### src/rtl/max_pool_2x2.sv
// 2x2 / stride-2 max pooling over a raster pixel stream.
// Each top-row pair max is kept in a half-width line buffer until the matching bottom pair arrives.
`timescale 1ns/1ps
module max_pool_2x2 #(
    parameter int unsigned WORD_SIZE = 8,
    parameter int unsigned IN_WIDTH  = 538,
    parameter int unsigned IN_HEIGHT = 358
) (
    input  logic                 clk,
    input  logic                 rst,
    input  logic [WORD_SIZE-1:0] inputPixel,
    input  logic                 inValid,
    output logic [WORD_SIZE-1:0] outputPixel,
    output logic                 outValid,
    output logic                 frameDone
);

    localparam int unsigned COL_W  = $clog2(IN_WIDTH) + 1;
    localparam int unsigned ROW_W  = $clog2(IN_HEIGHT) + 1;
    localparam int unsigned HALF_W = IN_WIDTH / 2;
    localparam int unsigned IDX_W  = (HALF_W > 1) ? $clog2(HALF_W) : 1;

    logic [COL_W-1:0]     col_q, col_d;
    logic [ROW_W-1:0]     row_q, row_d;
    logic [WORD_SIZE-1:0] prev_q, prev_d;
    logic [WORD_SIZE-1:0] out_q, out_d;
    logic                 out_valid_q, out_valid_d;
    logic                 frame_done_q, frame_done_d;

    logic [WORD_SIZE-1:0] line_buf [HALF_W];
    logic [IDX_W-1:0]     buf_idx;
    logic                 buf_we;
    logic [WORD_SIZE-1:0] buf_rd;
    logic [WORD_SIZE-1:0] hmax;
    logic [WORD_SIZE-1:0] vmax;
    logic                 last_col;
    logic                 last_row;

    assign buf_idx  = IDX_W'(col_q >> 1);
    assign last_col = (col_q == COL_W'(IN_WIDTH - 1));
    assign last_row = (row_q == ROW_W'(IN_HEIGHT - 1));
    assign buf_rd   = line_buf[buf_idx];
    assign hmax     = (inputPixel > prev_q) ? inputPixel : prev_q;
    assign vmax     = (buf_rd > hmax) ? buf_rd : hmax;

    // Even col latches the left pixel; odd col stores (even row) or emits (odd row) the block max.
    always_comb begin
        col_d        = col_q;
        row_d        = row_q;
        prev_d       = prev_q;
        out_d        = out_q;
        out_valid_d  = 1'b0;
        frame_done_d = 1'b0;
        buf_we       = 1'b0;
        if (inValid && !rst) begin
            if (!col_q[0]) begin
                prev_d = inputPixel;
            end else if (!row_q[0]) begin
                buf_we = 1'b1;
            end else begin
                out_d       = vmax;
                out_valid_d = 1'b1;
            end
            if (last_col) begin
                col_d = '0;
                if (last_row) begin
                    row_d        = '0;
                    frame_done_d = 1'b1;
                end else begin
                    row_d = row_q + ROW_W'(1);
                end
            end else begin
                col_d = col_q + COL_W'(1);
            end
        end
    end

    always_ff @(posedge clk) begin
        if (rst) begin
            col_q        <= '0;
            row_q        <= '0;
            prev_q       <= '0;
            out_q        <= '0;
            out_valid_q  <= 1'b0;
            frame_done_q <= 1'b0;
        end else begin
            col_q        <= col_d;
            row_q        <= row_d;
            prev_q       <= prev_d;
            out_q        <= out_d;
            out_valid_q  <= out_valid_d;
            frame_done_q <= frame_done_d;
        end
    end

    // Single write / single read port, no reset, so the buffer can map onto a RAM.
    always_ff @(posedge clk) begin
        if (buf_we) begin
            line_buf[buf_idx] <= hmax;
        end
    end

    assign outputPixel = out_q;
    assign outValid    = out_valid_q;
    assign frameDone   = frame_done_q;

endmodule

### config.mk
export PLATFORM = sky130hd
export DESIGN_NAME = max_pool_2x2
export DESIGN_NICKNAME = d
export VERILOG_FILES = /design/src/rtl/max_pool_2x2.sv
export SDC_FILE = /design/constraint.sdc
export NUM_CORES = 2
export LEC_CHECK = 0
export BUFFER_PORTS_ARGS = -buffer_cell sky130_fd_sc_hd__buf_4
export CAP_MARGIN = 20
export CORE_ASPECT_RATIO = 0.5
export CORE_MARGIN = 1
export CORE_UTILIZATION = 24
export CTS_BUF_LIST = sky130_fd_sc_hd__clkbuf_4 sky130_fd_sc_hd__clkbuf_8
export DETAILED_ROUTE_END_ITERATION = 8
export SYNTH_ARGS = -nofsm -noshare
export SYNTH_HDL_FRONTEND = slang
export SYNTH_SLANG_ARGS = --single-unit
### constraint.sdc
create_clock -name clk -period 16.65 [get_ports clk]
set_input_delay 0.8325 -clock clk [delete_from_list [all_inputs] [get_ports clk]]
set_output_delay 0.8325 -clock clk [all_outputs]
set_load 0.005 [all_outputs]
Yosys cells after proc, flatten, opt, wreduce, memory -nomap -nowiden
Memories as Yosys holds them, arrays and structs flattened. A register that Yosys moved wholly into a read port is not among the register bits. Index checks and enable logic that the tools add are counted.

Bits in registers: 39. Word-level logic and storage cells: 36. Memory bits (writable): 2152. Memories: 1. Output and inout port bits: 10. Bits of input ports: 11.

Muxes and demuxes: 13. Equality and inequality tests: 2. Add/subtract/negate cells: 2. Reduce and logical (&&, ||, !) cells: 7. Magnitude comparators: 2. Bitwise gates (word level): 3.

Memories: line_buf (words 269, width 8, rd ports 1, clocked after memory_dff 1, wr ports 1, line 30) `logic [WORD_SIZE-1:0] line_buf [HALF_W];`.

Operators by type and width (number): 9-bit two-way mux (2); 8-bit greater-than comparator (2); 8-bit two-way mux (2); 11-bit by 1-bit adder with 11-bit output, second input constant (1); 11-bit by 10-bit equality test with 1-bit output, second input constant (1); 11-bit two-way mux (1); 10-bit by 1-bit adder with 10-bit output, second input constant (1); 10-bit by 9-bit equality test with 1-bit output, second input constant (1); 10-bit two-way mux (1); 1-bit two-way mux (7); 3-bit OR reduction (2); 2-bit AND reduction (2); 1-bit NOT (3); 3-bit AND reduction (1); 1-bit logical AND (1); 1-bit zero test (1).

Longest topological paths before layout
Word-level depth: 5. Gate-level depth with buffers: 23. Gate-level depth less buffers: 18.

Least setup slack after synthesis
OpenSTA, ideal clock, no wires.

Kind: input to register. Start point: input port inputPixel[5]. End point: register out_q[2], in the netlist outputPixel[2]. Required time: 16.528 ns. Data arrival time: 14.823 ns. Path slack: 1.705 ns. Stages: 17. Path buffers: 1. Library setup time: 0.122 ns. Path through: ha_1 > a21o_1 > a21o_1 > a21oi_1 > a32oi_1 > clkbuf_1 > o21ai_0 > inv_1 > ha_1 > nor2b_1 > o21a_1 > o21ai_0 > a21oi_1 > o22ai_1 > nand2_1 > o22ai_1 > a211oi_1.

Cells in the longest elaborated chain, start to end: 4.

Ends and longest elaborated chain: start: declaration (line 11) `input logic [WORD_SIZE-1:0] inputPixel,`; 8-bit greater-than comparator (line 43) `assign hmax = (inputPixel > prev_q) ? inputPixel : prev_q;`; 8-bit two-way mux (line 43); via hmax[1] (line 34) `logic [WORD_SIZE-1:0] hmax;`; 8-bit greater-than comparator (line 44) `assign vmax = (buf_rd > hmax) ? buf_rd : hmax;`; 8-bit two-way mux (line 44); end signal: assignment (line 90) `out_q <= out_d;`; end: declaration (line 26) `logic [WORD_SIZE-1:0] out_q, out_d;`.

The timed path passes the listed nets, and every way through them passes these cells. A chain may end at the register's enable or synchronous reset.

==> flow_metrics.tcl <==
set metrics [dict create \
    hpwl_mm 138 \
    finalWorstPathRequiredPeriod_ps 6850 \
    antenna_found_initial 6 \
    cts.path.max_buffers 4 \
    synthDistinctLibCells 79 \
    hold_depth 3 \
    final_worst_path_period_share_pct 41.1 \
    setup_viol_count_final 0 \
    postLayoutSetupSlackWorst_ps 9800 \
    p_leak_nw 28.9 \
    synth_area_leader_cell "sky130_fd_sc_hd__edfxtp_1" \
    drt_pre_antenna_iters 6 \
    top_level_ports 21 \
    finish.cell_count_without_fillers 9722 \
    critical_path.startpoint_type "flop" \
    drt_first_iter_violations 5191 \
    post_route_cells_drive_above_1_share_pct 21.7 \
    wire_length_of_the_first_global_routing_pass_mm 330 \
    initial_core_util_pct 24.2 \
    num_rows 155 \
    gp_routability_congestion 0.843 \
    synth_seq_cells 2200 \
    detail_route.wl_per_cell_microns 23.7 \
    final.hold.worst_slack_ps 160 \
    yosysWarnings 0 \
    clkLatencyLatePin_ps 1040 \
    yosysMostFrequentCell "sky130_fd_sc_hd__edfxtp_1" \
    critical_path.max_fanout 87 \
    synth.cell_area_sq_um 86600 \
    finalClockSkew_ps 64.0 \
    coreArea_sq_um 358000 \
    io_buffers 20 \
    die_h_microns 427 \
    numCtsBuffers 360 \
    grt_setup_unrepaired "false" \
    setup-tns-final_ps 0 \
    antenna_left 0 \
    worst_ep_arrival_time_ps 7810 \
    postRouteWirelength_mm 230 \
    post-place-cells 9088 \
    intPower_mw 8.75 \
    post_synth_edffs 2152 \
    total_global_routing_overflow 0 \
    kind_of_path_behind_the_tightest_hold_check "in -> reg" \
    area_grow_syn2layout_pct 14.0 \
    number_of_levels_the_h_tree_was_split_into 5 \
    net-switching-power_mw 2.45 \
    power.sequential.fraction_pct 55.5 \
    slew_viol_final 0 \
    route.detailed.drc 0 \
    hold_viol_final 0 \
    holdBufCountCts 8 \
    async_flop_share_pct 0 \
    design.die.area_sq_um 363000 \
    rr_worst_depth 17 \
    critical_path_class "reg -> reg" \
    synth.top_cells.by_area "sky130_fd_sc_hd__edfxtp_1, sky130_fd_sc_hd__mux4_2, sky130_fd_sc_hd__mux2i_1, sky130_fd_sc_hd__nor2_1, sky130_fd_sc_hd__dfxtp_1" \
    vias_in_the_first_global_route 44913 \
    post-cts-setup-buffer-count 0 \
    max_freq_mhz 146 \
    synth_top_area_share_pct 74.6 \
    nets 4703 \
    fin_total_pwr_mw 11.2 \
    vdd.ir_drop.worst_mv 0.0748 \
    final_util_pct 27.6 \
    grt_util_all_layers_pct 12.3 \
    ctsRootBufferMaster "sky130_fd_sc_hd__clkbuf_8" \
    clock_share_of_power_pct 40.3 \
    synth_cells 4427 \
    dpl-instance-area_sq_um 91900 \
    postSynth.topFlopCell "sky130_fd_sc_hd__edfxtp_1" \
    power.switching_fraction_pct 21.8 \
    cts_tree "yes" \
    status "finished clean" \
    yosysSeqAreaShare_pct 75.7 \
    worstMarginPinSlew_ps 1210 \
    cap_viol_max_count 0 \
    postLayoutCellArea_sq_um 98700 \
    pwr_density_cell_nw_per_um2 113 \
    share_comb_of_total_power_pct 4.2 \
    cts_resized 0 \
    syn_avg_cell_area_sq_um 19.6 \
    clkTransAtPathRegs_ps 70 \
    vias 44859 \
    required_ps 17610 \
    syn_nets 4458 \
    max_slew_margin_pct 18.2 \
    grt_start_max_net_pins 215 \
    post_dr_vias_cell 4.61 \
    clock-sinks 2200 \
    setup.worst_path.end_class "flop" \
    synth_common_cells "sky130_fd_sc_hd__edfxtp_1, sky130_fd_sc_hd__mux2i_1, sky130_fd_sc_hd__nor2_1, sky130_fd_sc_hd__mux4_2, sky130_fd_sc_hd__o22ai_1" \
    min_from "inValid" \
    floorplan.die.width_microns 851 \
    post-place-ws_ps 9800 \
]
## worst max-delay path: stages, from the launching register on
cell and delay [ps]:
sky130_fd_sc_hd__dfxtp_4 990, sky130_fd_sc_hd__buf_12 530, sky130_fd_sc_hd__buf_4 790, sky130_fd_sc_hd__mux4_2 610
sky130_fd_sc_hd__a22o_1 260, sky130_fd_sc_hd__a2111oi_0 790, sky130_fd_sc_hd__a31oi_1 220, sky130_fd_sc_hd__o2111ai_1 190
sky130_fd_sc_hd__nor4_2 130, sky130_fd_sc_hd__nand2b_1 180, sky130_fd_sc_hd__ha_1 310, sky130_fd_sc_hd__o21a_1 120
sky130_fd_sc_hd__o21ai_0 190, sky130_fd_sc_hd__a21oi_1 120, sky130_fd_sc_hd__o22ai_1 290, sky130_fd_sc_hd__nand2b_1 350
sky130_fd_sc_hd__and3b_1 240, sky130_fd_sc_hd__nor3_1 180
## cell usage in the layout, fill, tap and decap left out, types with 7 or more instances in the layout
master	n
sky130_fd_sc_hd__edfxtp_1	2152
sky130_fd_sc_hd__clkbuf_8	381
sky130_fd_sc_hd__mux2i_1	379
sky130_fd_sc_hd__nor2_1	365
sky130_fd_sc_hd__mux4_2	339
sky130_fd_sc_hd__o22ai_1	151
sky130_fd_sc_hd__clkbuf_4	130
sky130_fd_sc_hd__buf_4	120
sky130_fd_sc_hd__nand2_1	106
sky130_fd_sc_hd__clkinv_1	70
sky130_fd_sc_hd__nor3_1	49
sky130_fd_sc_hd__a21oi_1	48
sky130_fd_sc_hd__dfxtp_1	44
sky130_fd_sc_hd__a22oi_1	41
sky130_fd_sc_hd__o21ai_0	40
sky130_fd_sc_hd__o221ai_1	36
sky130_fd_sc_hd__a211oi_1	34
sky130_fd_sc_hd__nor4_1	29
sky130_fd_sc_hd__nand3_1	28
sky130_fd_sc_hd__mux4_1	28
sky130_fd_sc_hd__clkinv_2	28
sky130_fd_sc_hd__inv_1	21
sky130_fd_sc_hd__ha_1	20
sky130_fd_sc_hd__a2111oi_0	17
sky130_fd_sc_hd__mux2_2	17
sky130_fd_sc_hd__nand4_1	15
sky130_fd_sc_hd__a22o_1	14
sky130_fd_sc_hd__nor2b_1	13
sky130_fd_sc_hd__xor2_1	12
sky130_fd_sc_hd__or4_1	11
sky130_fd_sc_hd__nand2b_1	10
sky130_fd_sc_hd__and3_1	9
sky130_fd_sc_hd__nor3b_1	9
sky130_fd_sc_hd__dlygate4sd3_1	8
sky130_fd_sc_hd__diode_2	7
sky130_fd_sc_hd__o41ai_1	7
sky130_fd_sc_hd__and2_1	7
sky130_fd_sc_hd__a31oi_1	7
## cell families after synthesis
| group | after synthesis | synth area share, % |
|---|---|---|
| adder cells (fa/ha/maj) | 20 | 0.289 |
| XOR/XNOR | 17 | 0.172 |
| multiplexers | 764 | 14.3 |
| flip-flops | 2200 | 75.7 |
| buffers and inverters | 281 | 2.31 |
| AND/OR/NAND/NOR | 697 | 3.66 |
| AO/OA/AOI/OAI | 448 | 3.54 |
## final timing paths
kind / slack [ps] / end
max: 9800 / outputPixel[1]
min: 160 / flop
max reg2reg: 9800 / outputPixel[1]
min reg2reg: 530 / row_q[9]
## layer usage
| layer | track usage, % | wire, microns | up-vias |
|---|---|---|---|
| li1 | - | - | 18711 |
| met1 | 16.6 | 96500 | 23623 |
| met2 | 19.3 | 106000 | 2079 |
| met3 | 2.70 | 19700 | 446 |
| met4 | 4.78 | 8450 | 0 |
| met5 | 0 | 0 | - |
## final cells by class
class                      instances  area [sq um]
tap                             4788          5990
sequential                      2200         65600
multi-input combinational       1946         19100
timing repair buffer             140          1150
clock inverter                   106           512
clock buffer                     511          6220
fill                           35432        259000
inverter                          24          98.8
antenna                            7          17.5
## registers in the layout, indices dropped and copies added (netlist names), named ones only
| name | count |
|---|---|
| outValid | 1 |
| frameDone | 1 |
| outputPixel | 8 |
| col_q | 11 |
| row_q | 10 |
| prev_q | 8 |
| line_buf | 2152 |
## power groups by stage
stage               clock network [mW]  logic (mW)  registers (mW)
finish                            4.52       0.468            6.21
global route                      4.81       0.498            6.21
CTS                               4.58       0.470            6.21
detailed placement                   0       0.468            6.33
floorplan                            0       0.298            6.45
global placement                     0       0.456            6.33
No activity file was read; power rests on OpenSTA's default activity.
